===== config.mk =====
export PLATFORM = sky130hd
export DESIGN_NAME = ovl_fire_collector
export DESIGN_NICKNAME = d
export VERILOG_FILES = /design/src/rtl/ovl_fire_collector_pkg.sv /design/src/rtl/ovl_fire_fifo.sv /design/src/rtl/ovl_fire_collector.sv
export SDC_FILE = /design/constraint.sdc
export NUM_CORES = 1
export LEC_CHECK = 0
export CORE_ASPECT_RATIO = 2
export CORE_MARGIN = 2
export CORE_UTILIZATION = 30
export DETAILED_ROUTE_END_ITERATION = 10
export PLACE_DENSITY_LB_ADDON = 0.1
export SETUP_SLACK_MARGIN = 0.05
export SYNTH_ARGS = -nofsm -noshare
export SYNTH_HDL_FRONTEND = slang
export SYNTH_SLANG_ARGS = --single-unit
export TNS_END_PERCENT = 10

===== constraint.sdc =====
create_clock -name clock -period 6.4 [get_ports clock]
set_clock_uncertainty 0.1 [all_clocks]
set_input_delay 1.28 -clock clock [delete_from_list [all_inputs] [get_ports clock]]
set_output_delay 1.28 -clock clock [all_outputs]
set_load 0.01 [all_outputs]

===== src/rtl/ovl_fire_collector_pkg.sv =====
// Shared constants for the checker fire collector: event kinds, FSM encodings
// and the width of one queued event record ({id, kind}).
package ovl_fire_collector_pkg;

  localparam logic KIND_2STATE = 1'b0;
  localparam logic KIND_XCHECK = 1'b1;

  typedef enum logic [1:0] {
    ST_IDLE  = 2'd0,
    ST_SCAN  = 2'd1,
    ST_STALL = 2'd2
  } state_t;

  // One event record is the checker index plus a single kind bit.
  function automatic int evt_w(input int idw);
    return idw + 1;
  endfunction

endpackage


===== src/rtl/ovl_fire_fifo.sv =====
// Small synchronous FIFO for fire events. Push and pop may happen in the same
// cycle, including when full. The caller never pushes into a full FIFO without
// a pop, and never pops an empty one.
module ovl_fire_fifo #(
  parameter int W     = 4,
  parameter int DEPTH = 4
) (
  input  logic         clock,
  input  logic         reset_n,
  input  logic         push,
  input  logic         pop,
  input  logic [W-1:0] din,
  output logic [W-1:0] dout,
  output logic         full,
  output logic         empty
);

  localparam int AW = $clog2(DEPTH);
  localparam logic [AW:0] DEPTH_C = (AW+1)'(DEPTH);

  logic [DEPTH-1:0][W-1:0] mem;
  logic [AW-1:0]           wp, rp;
  logic [AW:0]             cnt;

  assign full  = (cnt == DEPTH_C);
  assign empty = (cnt == '0);
  assign dout  = mem[rp];

  // Storage, pointers and occupancy; pointers wrap naturally (power-of-2 depth).
  always_ff @(posedge clock or negedge reset_n) begin
    if (!reset_n) begin
      mem <= '0;
      wp  <= '0;
      rp  <= '0;
      cnt <= '0;
    end else begin
      if (push) begin
        mem[wp] <= din;
        wp      <= wp + 1'b1;
      end
      if (pop) rp <= rp + 1'b1;
      case ({push, pop})
        2'b10:   cnt <= cnt + 1'b1;
        2'b01:   cnt <= cnt - 1'b1;
        default: cnt <= cnt;
      endcase
    end
  end

endmodule


===== src/rtl/ovl_fire_collector.sv =====
// Single reporting point for all bound OVL checkers. Fire pulses are merged
// into pending vectors, scanned one per cycle (lowest pending 2-state index,
// else lowest pending xcheck index) into an event FIFO, and summarised in
// sticky first-failure / count / overflow status.
// Optional build macro: OVL_FIRE_XZ_EN -- X/Z on either fire input of a
// checker is reported as an xcheck event for that checker.
module ovl_fire_collector
  import ovl_fire_collector_pkg::*;
#(
  parameter  int NUM_CHECKERS = 8,
  parameter  int FIFO_DEPTH   = 4,
  parameter  int CNT_WIDTH    = 16,
  localparam int IDW          = (NUM_CHECKERS > 1) ? $clog2(NUM_CHECKERS) : 1
) (
  input  logic                    clock,
  input  logic                    reset_n,
  input  logic                    enable,
  input  logic                    clear,
  input  logic [NUM_CHECKERS-1:0] fire_2state,
  input  logic [NUM_CHECKERS-1:0] fire_xcheck,
  output logic                    evt_valid,
  input  logic                    evt_ready,
  output logic [IDW-1:0]          evt_id,
  output logic                    evt_kind,
  output logic                    first_valid,
  output logic [IDW-1:0]          first_id,
  output logic [CNT_WIDTH-1:0]    first_ts,
  output logic [CNT_WIDTH-1:0]    fail_count,
  output logic                    overflow
);

  localparam int EW  = evt_w(IDW);
  localparam int PCW = $clog2(2*NUM_CHECKERS + 1);

  logic [NUM_CHECKERS-1:0] f2, fx, pend2, pendx, clr2, clrx;
  logic [NUM_CHECKERS-1:0] kept2, keptx, ovf2, ovfx, new2, newx;
  logic [IDW-1:0]          id2, idx, sel_id, fid;
  logic                    has2, hasx, any_n, anyf, sel_kind;
  logic                    push, pop, push_ok, full, empty;
  logic [PCW-1:0]          inc;
  logic [CNT_WIDTH:0]      sum;
  logic [CNT_WIDTH-1:0]    ts;
  logic [EW-1:0]           dout;
  state_t                  state;

  // Qualify fire bits: only a solid 1 counts unless X/Z reporting is built in.
  always_comb begin
    f2 = '0;
    fx = '0;
    for (int i = 0; i < NUM_CHECKERS; i++) begin
`ifdef OVL_FIRE_XZ_EN
      f2[i] = (fire_2state[i] === 1'b1);
      fx[i] = (fire_xcheck[i] === 1'b1) | $isunknown(fire_2state[i])
            | $isunknown(fire_xcheck[i]);
`else
      f2[i] = (fire_2state[i] === 1'b1);
      fx[i] = (fire_xcheck[i] === 1'b1);
`endif
    end
    f2 = f2 & {NUM_CHECKERS{enable}};
    fx = fx & {NUM_CHECKERS{enable}};
  end

  // Priority encoders: lowest pending index per kind, lowest fired index for the first record.
  always_comb begin
    id2 = '0;
    idx = '0;
    fid = '0;
    for (int i = NUM_CHECKERS-1; i >= 0; i--) begin
      if (pend2[i]) id2 = IDW'(i);
      if (pendx[i]) idx = IDW'(i);
    end
    for (int i = NUM_CHECKERS-1; i >= 0; i--) if (fx[i]) fid = IDW'(i);
    for (int i = NUM_CHECKERS-1; i >= 0; i--) if (f2[i]) fid = IDW'(i);
  end

  assign has2     = |pend2;
  assign hasx     = |pendx;
  assign sel_kind = has2 ? KIND_2STATE : KIND_XCHECK;
  assign sel_id   = has2 ? id2 : idx;
  assign pop      = !empty && evt_ready;
  assign push_ok  = !full || pop;
  assign push     = (has2 || hasx) && push_ok;
  assign clr2     = (push && has2)  ? (NUM_CHECKERS'(1) << id2) : '0;
  assign clrx     = (push && !has2) ? (NUM_CHECKERS'(1) << idx) : '0;

  // A fire on a bit the scanner drains this cycle re-arms it as a fresh event.
  assign kept2 = pend2 & ~clr2;
  assign keptx = pendx & ~clrx;
  assign ovf2  = f2 & kept2;
  assign ovfx  = fx & keptx;
  assign new2  = f2 & ~kept2;
  assign newx  = fx & ~keptx;
  assign any_n = |(kept2 | f2) || |(keptx | fx);
  assign anyf  = |f2 || |fx;

  // Count of newly armed bits, then saturating add onto the (possibly cleared) count.
  always_comb begin
    inc = '0;
    for (int i = 0; i < NUM_CHECKERS; i++)
      inc = inc + PCW'(new2[i]) + PCW'(newx[i]);
    sum = {1'b0, (clear ? '0 : fail_count)} + (CNT_WIDTH+1)'(inc);
  end

  // Free-running timestamp.
  always_ff @(posedge clock or negedge reset_n) begin
    if (!reset_n) ts <= '0;
    else          ts <= ts + 1'b1;
  end

  // Pending vectors: merge new fires, drop the bit just pushed.
  always_ff @(posedge clock or negedge reset_n) begin
    if (!reset_n) begin
      pend2 <= '0;
      pendx <= '0;
    end else begin
      pend2 <= kept2 | f2;
      pendx <= keptx | fx;
    end
  end

  // Status: clear drops old values, but a fire in the same cycle is still recorded.
  always_ff @(posedge clock or negedge reset_n) begin
    if (!reset_n) begin
      first_valid <= 1'b0;
      first_id    <= '0;
      first_ts    <= '0;
      fail_count  <= '0;
      overflow    <= 1'b0;
    end else begin
      if ((clear || !first_valid) && anyf) begin
        first_valid <= 1'b1;
        first_id    <= fid;
        first_ts    <= ts;
      end else if (clear) begin
        first_valid <= 1'b0;
        first_id    <= '0;
        first_ts    <= '0;
      end
      fail_count <= sum[CNT_WIDTH] ? '1 : sum[CNT_WIDTH-1:0];
      overflow   <= (overflow && !clear) || |(ovf2 | ovfx);
    end
  end

  // Scanner state: idle, actively pushing, or blocked on a full FIFO.
  always_ff @(posedge clock or negedge reset_n) begin
    if (!reset_n) state <= ST_IDLE;
    else begin
      case (state)
        ST_IDLE:  if (any_n) state <= ST_SCAN;
        ST_SCAN:  if (!any_n) state <= ST_IDLE;
                  else if ((has2 || hasx) && !push_ok) state <= ST_STALL;
        ST_STALL: if (pop) state <= any_n ? ST_SCAN : ST_IDLE;
        default:  state <= ST_IDLE;
      endcase
    end
  end

  ovl_fire_fifo #(.W(EW), .DEPTH(FIFO_DEPTH)) u_fifo (
    .clock   (clock),
    .reset_n (reset_n),
    .push    (push),
    .pop     (pop),
    .din     ({sel_id, sel_kind}),
    .dout    (dout),
    .full    (full),
    .empty   (empty)
  );

  assign evt_valid          = !empty;
  assign {evt_id, evt_kind} = dout;

endmodule


### Word level (Yosys, flattened, before mapping)

Cells that the tools add are included.

* register bits after elaboration: 92
* latch bits: 0
* RAM bits: 0
* memory bits (read-only): 0
* input bits: 21
* output and inout bits: 42
* logic and storage cells: 150
* memories: 0

* add/sub/neg operators: 21
* $mul: 0
* divide/modulo/power cells: 0
* $lt $le $gt $ge: 3
* eq/ne operators: 19
* shift operators: 2
* mux-type cells: 50
* bitwise operators: 15
* reductions and logical operators: 25

Operator list (number)
* $mux 3: 35
* $and 8x8->8: 8
* $mux 16: 4
* $add 5x1->5: 11
* $reduce_or 8->1: 5
* $not 8->8: 4
* $or 8x8->8: 3
* $add 16x5->17: 1
* $add 16x1->16 const B: 1
* $bwmux 16: 1
* $eqx 1x1->1 const B: 16
* $mux 8: 2
* $shl 1x3->8 const A: 2
* $bmux 4 s2: 1
* $demux 4 s2: 1
* $mux 4: 2
* $logic_and 1x1->1: 7
* $lt 2x3->1 const B: 2
* $pmux 3 s2: 1
* $add 4x1->5: 1
* $logic_not 1->1: 5
* $logic_or 1x1->1: 5
* $add 2x1->2 const B: 2
* $add 3x1->4: 1
* other kinds (11): 14

### Depth between registers and ports, before layout

Gate-level depths: netlist (run 1).

* word-level depth: 31
* gate-level depth with buffers: 22
* gate-level depth less buffers: 20

### Cells and area by module

Synthesis (run 1) repeated with hierarchy kept, for this count alone.

* cell total of the unflattened synthesis: 511
* area, all modules: 5121.2 µm²

Modules (own cells, without submodules)
* ovl_fire_collector: times used 1, cells each 437, area each 4046.4 µm², seq. area each 1726.7 µm²
* ovl_fire_fifo: times used 1, cells each 74, area each 1074.8 µm², seq. area each 575.6 µm²

### Worst setup path after synthesis (run 1)

No wires, ideal clock.

* path type: input port to flip-flop
* start point: in evt_ready
* end point: reg fail_count[10]
* setup time: 0.140 ns
* arrival: 6.321 ns
* data required time: 6.160 ns
* setup slack: -0.162 ns
* stages on the path: 19
* buffers on the path: 2
* cell sequence: or4b_1 -> buf_6 -> o41ai_4 -> o21ai_1 -> nand3_1 -> fa_1 -> fa_1 -> fa_1 -> inv_1 -> fa_1 -> fa_1 -> fa_1 -> a21oi_1 -> o21bai_1 -> a21oi_1 -> nor2_1 -> nand3_1 -> clkbuf_1 -> o21ai_0

* cells in the longest elaborated chain, start to end: 26
* elaborated cells on any way between the ends: 32
* classes of those cells: 16 x add/sub; 3 x mux; 8 x bitwise; 5 x reduce/logical

Ends and longest elaborated chain
* from (decl): line ovl_fire_collector.sv:22 `input logic evt_ready,`
* $logic_and 1x1->1 *: line ovl_fire_collector.sv:81 `assign pop = !empty && evt_ready;`
* $logic_or 1x1->1 *: line ovl_fire_collector.sv:82 `assign push_ok = !full || pop;`
* $logic_and 1x1->1 *: line ovl_fire_collector.sv:83 `assign push = (has2 || hasx) && push_ok;`
* $logic_and 1x1->1, on equally long branches: line ovl_fire_collector.sv:84, ovl_fire_collector.sv:85
* $mux 8, on equally long branches: line ovl_fire_collector.sv:84, ovl_fire_collector.sv:85
* $not 8->8, on equally long branches: line ovl_fire_collector.sv:88, ovl_fire_collector.sv:89
* $and 8x8->8, on equally long branches: line ovl_fire_collector.sv:88, ovl_fire_collector.sv:89
* $not 8->8, on equally long branches: line ovl_fire_collector.sv:92, ovl_fire_collector.sv:93
* $and 8x8->8, on equally long branches: line ovl_fire_collector.sv:92, ovl_fire_collector.sv:93
* $add 1x1->2: line ovl_fire_collector.sv:101 `inc = inc + PCW'(new2[i]) + PCW'(newx[i]);`
* $add 2x1->3: line ovl_fire_collector.sv:101
* $add 3x1->4: line ovl_fire_collector.sv:101
* $add 4x1->5: line ovl_fire_collector.sv:101
* $add 5x1->5 (10 in a row): line ovl_fire_collector.sv:101
* $add 5x1->5 *: line ovl_fire_collector.sv:101
* $add 16x5->17 *: line ovl_fire_collector.sv:102 `sum = {1'b0, (clear ? '0 : fail_count)} + (CNT_WIDTH+1)'(inc);`
* $mux 16 *: line ovl_fire_collector.sv:140 `fail_count <= sum[CNT_WIDTH] ? '1 : sum[CNT_WIDTH-1:0];`
* to (signal assigned): line ovl_fire_collector.sv:140
* to (decl): line ovl_fire_collector.sv:28 `output logic [CNT_WIDTH-1:0] fail_count,`

Every way passes the cells marked *; elsewhere a longest branch is shown, timed or not.
A chain may end at the register's enable or synchronous reset.

### Worst setup path in the final report (run 1)

* start point: in evt_ready
* end point: reg fail_count[8]

The elaborated chain is that of the path after synthesis.

==> out/results.tsv, run 1 <==
metric	value	unit
area_delta_synth_final	28.9	%
n_fill_cell	1727	
synth_edf_count	0	
cts_sinks	92	
drtIter0Drc	185	
cts_tree	done	
synth_seq_cells	92	
slew_violations	0	
fp-row-count	67	
powerDensity	272	nW/um^2
htreeDepth	3	
gp_congestion	0.848	
grt_start_max_net_pins	71	
drt_first_pass_iters	4	
portBuffers	62	
seq_area_frac_synth	0.449	
p_leak	2.99	nW
r2r_cells	18	
syn-cell-area	5120	um^2
power.total	1.80	mW
yosysTopAreaCell	dfrtp_1	
setup_violations	0	
hp-class	flop to flop	
place_ws	-0.622	ns
start_kind	input port	
cp.required	6.58	ns
antennaDiodeCount	0	
path_clk_slew	0.07	ns
cts.path.max_buffers	2	
async_reset_ff_frac	1.00	
drc_errors	0	
root_buffer	clkbuf_16	
io_pins	63	
period_needed	6.05	ns
antenna_found_initial	0	
fmax	165	MHz
ys.flop_type	dfrtp_1	
syn_inst	523	
chipWidth	96.4	um
dpl.hpwl	11.0	mm
period_share	0.945	
whs_path_depth	1	
ys_warn_count	0	
dieArea	18200	um^2
synth_top_area_frac	0.449	
grt_pass1_vias	4572	
seqCellArea	2300	um^2
syn_area_per_cell	9.79	um^2
synth.net_count	570	
fp.coreArea	16800	um^2
max_slew_margin	0.399	
start_util	0.306	
peakVddDrop	0.000122	V
viasPerCell	5.00	
synth_cell_types	61	
layout_setup_ws	0.352	ns
fp.dieH	189	um
grt_overflow_total	0	
layout-drive-gt1-share	0.163	
ant_nets	0	
grt_pass1_wl	23.7	mm
worst_pin_slew	0.901	ns
finalHoldViolations	0	
post_drt_wl_per_cell	17.3	um
worstPathArrival	6.22	ns
fin_setup_tns	0	ns
synth_area_leaders	dfrtp_1 45%, nand2_1 7.5%, fa_1 5.1%	
maxCapViolCount	0	
grt_util_all_layers	0.173	
cts_buffers	9	
hold_buffers	0	
nets	669	
status	finished clean	
multiInputGateArea	2650	um^2
grt_setup_unrepaired	false	
num_vias	4169	
crit_path_end_kind	flop	
crit_fanout	4	
clkLatencyLatePin	0.36	ns
path_class	input port to flop	
wl	14.4	mm
==> synthesized netlist by cell type, types with 3 or more instances <==
cell type    n
a21oi_1     14
a31oi_1      4
and3_1       4
clkbuf_1    13
dfrtp_1     92
fa_1        13
ha_1        13
inv_1       35
mux2_2      12
mux2i_1      3
mux4_2       4
nand2_1    103
nand2b_1     7
nand3_1     25
nand4_1      7
nor2_1      24
nor2b_1     11
nor3_1       8
o211ai_1    17
o21ai_0     22
o31ai_1      3
o41ai_1      7
or2_2        3
or4_4        3
xnor2_1     24
xor2_1       7
==> worst max-delay path: stages <==
cell      delay, ns
clkbuf_2       0.09
or4b_4         0.55
buf_6          0.16
o41ai_4        0.05
o21ai_1        0.14
nand3_1        0.12
fa_2           0.49
fa_1           0.52
fa_1           0.58
inv_2          0.05
fa_1           0.51
fa_2           0.42
fa_2           0.37
a21oi_2        0.15
o21bai_1       0.09
a21oi_2        0.19
buf_4          0.16
nor2_1         0.05
xnor2_1        0.11
o21ai_0        0.15
==> layer usage <==
metal | vias to the layer above | part of all wire | global-route usage
li1 | 2008 | - | -
met1 | 2041 | 0.38 | 0.187
met2 | 86 | 0.54 | 0.303
met3 | 34 | 0.030 | 0.0316
met4 | 0 | 0.055 | 0.104
met5 | - | 0 | 0
==> cell families after synthesis <==
kind of cell / Yosys count / synth area share
adder cells (fa/ha/maj): 26 / 0.0826
buffers and inverters: 54 / 0.0427
multiplexers: 19 / 0.0498
flip-flops: 92 / 0.449
AO/OA/AOI/OAI: 88 / 0.121
XOR/XNOR: 31 / 0.0530
AND/OR/NAND/NOR: 213 / 0.201
==> layout make-up <==
cell class,count,share of cell area
Timing Repair Buffer,106,0.145
Clock buffer,9,0.0341
Sequential cell,92,0.349
Tap cell,207,0.0392
Multi-Input combinational cell,377,0.402
Clock inverter,7,0.0106
Inverter,36,0.0205
==> layout by cell type (no fill, tap or decap), drive strengths merged, types with 5 or more instances in the layout <==
cell / instances
nor2b: 11
nand2: 104
o211ai: 17
clkbuf: 10
a21oi: 14
nor3: 8
clkdlybuf4s50: 60
nand2b: 7
fa: 13
nand3: 26
buf: 45
xor2: 7
mux2: 12
inv: 37
nand4: 7
dfrtp: 92
clkinv: 5
nor2: 24
o41ai: 9
ha: 13
xnor2: 24
o21ai: 23
==> flip-flops by register name (all words and copies together) (netlist names) <==
register,flops
u_fifo.rp,2
first_id,3
u_fifo.cnt,3
first_valid,1
u_fifo.mem,16
fail_count,16
first_ts,16
pendx,8
pend2,8
overflow,1
u_fifo.wp,2
ts,16
==> power breakdown <==
| group | internal [mW] | total [mW] | switching (mW) |
|---|---|---|---|
| clock | 0.273 | 0.530 | 0.257 |
| sequential | 0.665 | 0.748 | 0.0834 |
| combinational | 0.270 | 0.518 | 0.247 |
==> per-stage QoR <==
step | hold slack (ns) | area (um^2) | utilization | std cells
after floorplan | 0.345 | 5130 | - | 523
after global placement | 0.358 | 6220 | 0.371 | 813
after detailed placement | 0.375 | 6220 | 0.371 | 813
after CTS | 0.385 | 6590 | 0.393 | 832
after global routing | 0.411 | 6610 | 0.394 | 834
final | 0.386 | 6610 | 0.394 | 834
==> final timing paths <==
check / start / endpoint / slack, ns
worst max-delay path: evt_ready / fail_count[8] / 0.35
worst min-delay path: ts[15] / ts[15] / 0.39
worst max register to register: pendx[0] / fail_count[8] / 0.60
worst min register to register: ts[15] / ts[15] / 0.39
max in group asynchronous: reset_n / fail_count[8] / 4.28
min in group asynchronous: reset_n / fail_count[15] / 0.72
==> timing repair <==
action,CTS,global route
pin swaps,18,18
setup endpoints to repair,16,16
resized for setup,19,3
setup buffers,3,2
No activity file was read; power rests on OpenSTA's default activity.
==> inputs of run 2 (changes only) <==
--- a/config.mk
+++ b/config.mk
@@ -9,6 +9,7 @@
 export CORE_MARGIN = 2
 export CORE_UTILIZATION = 30
 export DETAILED_ROUTE_END_ITERATION = 10
+export MAX_ROUTING_LAYER = met4
 export PLACE_DENSITY_LB_ADDON = 0.1
 export SETUP_SLACK_MARGIN = 0.05
 export SYNTH_ARGS = -nofsm -noshare
==> out/results.tsv, run 2 (synthesis gave the netlist of run 1 again) <==
metric	value	unit	change
cts_tree	done		unchanged
period_share	0.944		was 0.945
htreeDepth	3		unchanged
hp-class	flop to flop		unchanged
nets	669		unchanged
cts.path.max_buffers	2		unchanged
path_class	input port to flop		unchanged
utilization	0.394		unchanged
post_drt_wl_per_cell	17.2	um	was 17.3 um
setup_violations	0		unchanged
fp.coreArea	16800	um^2	unchanged
dp_cells	813		unchanged
crit_fanout	4		unchanged
max_slew_margin	0.403		was 0.399
fin_setup_tns	0	ns	unchanged
powerDensity	272	nW/um^2	about the same
slew_violations	0		unchanged
grt_setup_unrepaired	false		unchanged
drtIter0Drc	161		was 185
area_delta_synth_final	28.9	%	unchanged
cts_buffers	9		unchanged
path_clk_slew	0.07	ns	about the same
grt_util_all_layers	0.178		was 0.173
grt_pass1_wl	23.7	mm	about the same
hold_buffers	0		unchanged
dpl.hpwl	11.0	mm	unchanged
worst_pin_slew	0.896	ns	was 0.901 ns
final_cells	834		unchanged
crit_path_end_kind	flop		unchanged
antennaDiodeCount	0		unchanged
start_kind	input port		unchanged
grt_overflow_total	0		unchanged
drc_errors	0		unchanged
period_needed	6.04	ns	was 6.05 ns
layout_setup_ws	0.357	ns	was 0.352 ns
p_leak	2.99	nW	unchanged
worstPathArrival	6.22	ns	about the same
multiInputGateArea	2650	um^2	unchanged
maxCapViolCount	0		unchanged
drt_first_pass_iters	4		unchanged
wl	14.3	mm	was 14.4 mm
layout_common_cells	102 x nand2_1, 92 x dfrtp_1, 60 x clkdlybuf4s50_1		unchanged
antenna_found_initial	0		unchanged
chipWidth	96.4	um	unchanged
status	finished clean		unchanged
clkLatencyLatePin	0.36	ns	about the same
portBuffers	62		unchanged
fin_hold_ws	0.386	ns	about the same
cts_sinks	92		unchanged
final_common_cell	nand2_1		unchanged
viasPerCell	4.96		was 5.00
fp.dieH	189	um	unchanged
fmax	165	MHz	about the same
grt_start_max_net_pins	71		unchanged
n_fill_cell	1727		unchanged
cp.required	6.58	ns	about the same
layout-drive-gt1-share	0.163		unchanged
place_ws	-0.622	ns	unchanged
fp-row-count	67		unchanged
root_buffer	clkbuf_16		unchanged
seqCellArea	2300	um^2	unchanged
peakVddDrop	0.000121	V	was 0.000122 V
num_vias	4140		was 4169
finalHoldViolations	0		unchanged
dieArea	18200	um^2	unchanged
grt_pass1_vias	4560		was 4572
ant_nets	0		unchanged
io_pins	63		unchanged
start_util	0.306		unchanged
gp_congestion	0.862		was 0.848
==> run 2: cell counts in the layout (fill, tap and decap cells not counted) <==
Identical to the previous run, type by type.
==> run 2: metal layers <==
metal  routed length [um]  track usage
met1                 5320        0.189
met2                 7780        0.302
met3                  444       0.0252
met4                  803        0.109
met5                    0            -
==> run 2: path summary, 6_finish.rpt <==
path	from	to	slack (ns)	depth (start not counted)
setup / recovery	evt_ready	fail_count[8]	0.36	20
hold / removal	ts[15]	ts[15]	0.39	1
setup reg to reg	pend2[1]	fail_count[8]	0.60	21
hold reg to reg	ts[15]	ts[15]	0.39	1
max in group asynchronous	reset_n	fail_count[8]	4.28	2
min in group asynchronous	reset_n	fail_count[15]	0.72	1
==> run 2: layout make-up <==
type / count / share of cell area
timing repair buffer: 106 / 0.145
tap: 207 / 0.0392
clock buffer: 9 / 0.0341
inverter: 36 / 0.0205
clock inverter: 7 / 0.0106
sequential: 92 / 0.349
multi-input combinational: 377 / 0.402
==> run 2: where the power goes <==
group	leakage, nW	switching, mW	internal (mW)
combinational	1.71	0.246	0.270
sequential	1.15	0.0836	0.665
clock	0.141	0.257	0.273
total	2.99	0.587	1.21
==> run 2: worst max-delay path: stages <==
cell and delay (ns):
clkbuf_2 0.09, or4b_4 0.55, buf_6 0.16, o41ai_4 0.05, o21ai_1 0.14, nand3_1 0.12, fa_2 0.49, fa_1 0.52
fa_1 0.58, inv_2 0.05, fa_1 0.50, fa_2 0.42, fa_2 0.37, a21oi_2 0.15, o21bai_1 0.09, a21oi_2 0.19
buf_4 0.16, nor2_1 0.05, xnor2_1 0.11, o21ai_0 0.15
==> run 2: stage by stage <==
step / area, um^2 / power (mW)
5_1_grt: 6610 / 1.91
4_1_cts: 6590 / 1.82
6_report: 6610 / 1.80
3_5_place_dp: 6220 / 1.27
3_3_place_gp: 6220 / 1.26
2_1_floorplan: 5130 / 1.05
==> run 2: repair_timing <==
action / CTS / global route
setup endpoints to repair: 16 / 16
setup buffers: 3 / 2
pin swaps: 18 / 18
resized for setup: 19 / 3
==> inputs of run 3 (changes only) <==
--- a/config.mk
+++ b/config.mk
@@ -7,7 +7,7 @@
 export LEC_CHECK = 0
 export CORE_ASPECT_RATIO = 2
 export CORE_MARGIN = 2
-export CORE_UTILIZATION = 30
+export CORE_UTILIZATION = 45
 export DETAILED_ROUTE_END_ITERATION = 10
 export MAX_ROUTING_LAYER = met4
 export PLACE_DENSITY_LB_ADDON = 0.1
==> out/results.tsv, run 3 (synthesis gave the netlist of run 1 again) <==
metric	value	unit	change
fmax	165	MHz	about the same
use_met1	0.251		was 0.189
path_clk_slew	0.07	ns	about the same
swShare	0.314		was 0.327
io_pins	63		unchanged
grt_pass1_vias	4490		was 4560
worstHoldStart	u_fifo.mem[0]		was ts[15]
grt_pass1_wl	22.5	mm	was 23.7 mm
clkLatencyLatePin	0.35	ns	was 0.36 ns
grt_setup_unrepaired	false		unchanged
drc_errors	0		unchanged
period_needed	6.06	ns	was 6.04 ns
fp-row-count	55		was 67
worstPathArrival	6.22	ns	about the same
area_delta_synth_final	26.2	%	was 28.9%
num_vias	4164		was 4140
finalHoldViolations	0		unchanged
gp_congestion	0.876		was 0.862
drtIter0Drc	225		was 161
hold_buffers	0		unchanged
dpl.hpwl	10.3	mm	was 11.0 mm
fp.coreArea	11200	um^2	was 16800 um^2
p_sw	0.567	mW	was 0.587 mW
portBuffers	62		unchanged
max_slew_margin	0.479		was 0.403
place_ws	-0.518	ns	was -0.622 ns
nets	659		was 669
cp.required	6.56	ns	was 6.58 ns
cts_buffers	9		unchanged
n_fill_cell	1013		was 1727
power_frac_seq	0.415		was 0.417
post_drt_wl_per_cell	18.1	um	was 17.2 um
viasPerCell	5.49		was 4.96
dieArea	12300	um^2	was 18200 um^2
fp.dieH	155	um	was 189 um
crit_start	evt_ready		unchanged
ant_nets	0		unchanged
grt_overflow_total	0		unchanged
wl	13.7	mm	was 14.3 mm
grt_start_max_net_pins	58		was 71
layout_setup_ws	0.341	ns	was 0.357 ns
maxCapViolCount	0		unchanged
crit_path_end_kind	flop		unchanged
cts_tree	done		unchanged
grt.busiest_layer	met2		unchanged
chipWidth	79.4	um	was 96.4 um
use_met3	0.0476		was 0.0252
grt_util_all_layers	0.245		was 0.178
htreeDepth	3		unchanged
period_share	0.947		was 0.944
hp-class	flop to flop		unchanged
power.total	1.81	mW	was 1.80 mW
setup_violations	0		unchanged
final_common_cell	nand2_1		unchanged
slew_violations	0		unchanged
cts.path.max_buffers	2		unchanged
clkPwrFrac	0.302		was 0.295
path_class	input port to flop		unchanged
pwr-share-comb	0.283		was 0.288
start_util	0.457		was 0.306
drt_first_pass_iters	5		was 4
antenna_found_initial	0		unchanged
crit_fanout	6		was 4
peakVddDrop	0.000154	V	was 0.000121 V
grtUsageMet2	0.435		was 0.302
cts_sinks	92		unchanged
internal-power	1.24	mW	was 1.21 mW
status	finished clean		unchanged
powerDensity	279	nW/um^2	was 272 nW/um^2
layout_common_cells	103 x nand2_1, 92 x dfrtp_1, 60 x clkdlybuf4s50_1		was 102 x nand2_1, 92 x dfrtp_1, 60 x clkdlybuf4s50_1
start_kind	input port		unchanged
root_buffer	clkbuf_16		unchanged
r2r_start	pend2[4]		was pend2[1]
layout-drive-gt1-share	0.143		was 0.163
worst_pin_slew	0.771	ns	was 0.896 ns
antennaDiodeCount	0		unchanged
p_leak	2.94	nW	was 2.99 nW
run 3: cell types whose count changed in the layout (fill, tap and decap cells not counted), sizes merged:
cell          previous run  this run
bufinv                   0         1
clkinv                   5         3
buf                     45        35
clkbuf                  10         9
dlymetal6s2s             0         1
run 3: worst paths after layout:
kind                                      end  depth (start not counted)  slack, ns
worst max register to register  fail_count[8]                         21       0.40
max in group asynchronous            pend2[0]                          2       4.31
min in group asynchronous            pendx[3]                          1       0.78
worst min register to register  u_fifo.mem[0]                          2       0.38
worst max-delay path            fail_count[8]                         20       0.34
worst min-delay path            u_fifo.mem[0]                          2       0.38
run 3: worst max-delay path: stages:
cell and delay (ns):
dlymetal6s2s_1 0.13, or4b_4 0.59, buf_4 0.18, o41ai_4 0.06, o21ai_1 0.12, nand3_1 0.13, fa_1 0.45, fa_1 0.48
fa_1 0.56, inv_1 0.06, fa_1 0.49, fa_2 0.43, fa_2 0.41, a21oi_2 0.14, o21bai_2 0.08, a21oi_2 0.16
buf_4 0.16, nor2_1 0.05, xnor2_1 0.11, o21ai_0 0.16
run 3: power by group through the flow:
stage	registers, mW	clock network, mW	logic [mW]
after detailed placement	0.761	0	0.505
after global placement	0.753	0	0.496
after floorplan	0.729	0	0.326
after global routing	0.760	0.584	0.570
final	0.750	0.546	0.510
after CTS	0.750	0.560	0.514
run 3: area by class of cell:
| cell class | count | area (um^2) | area share |
|---|---|---|---|
| multi-input combinational | 377 | 2650 | 0.409 |
| sequential | 92 | 2300 | 0.356 |
| timing repair buffer | 96 | 905 | 0.140 |
| clock buffer | 9 | 225 | 0.0348 |
| tap | 142 | 178 | 0.0275 |
| inverter | 36 | 135 | 0.0209 |
| clock inverter | 6 | 71.3 | 0.0110 |
run 3: routing by layer:
metal  vias up  part of all wire  wire length (um)
li1       1978                 -                 -
met1      2046              0.36              4910
met2       107              0.56              7700
met3        33             0.035               481
met4         0             0.043               595
met5         -                 0                 0
run 3: what timing repair did:
item | 4_1_cts | 5_1_grt
setup buffers | 0 | 3
pin swaps | 4 | 13
setup endpoints to repair | 16 | 16
resized for setup | 4 | 13
run 3: stage by stage:
step                      instance area, um^2  hold slack, ns  setup TNS (ns)  std cells   util
after global placement                   6100           0.358           -6.21        740  0.543
after CTS                                6410           0.383               0        755  0.571
after global routing                     6460           0.402               0        758  0.576
after detailed placement                 6100           0.366           -7.58        740  0.543
after floorplan                          5130           0.345               0        523      -
final                                    6460           0.379               0        758  0.576
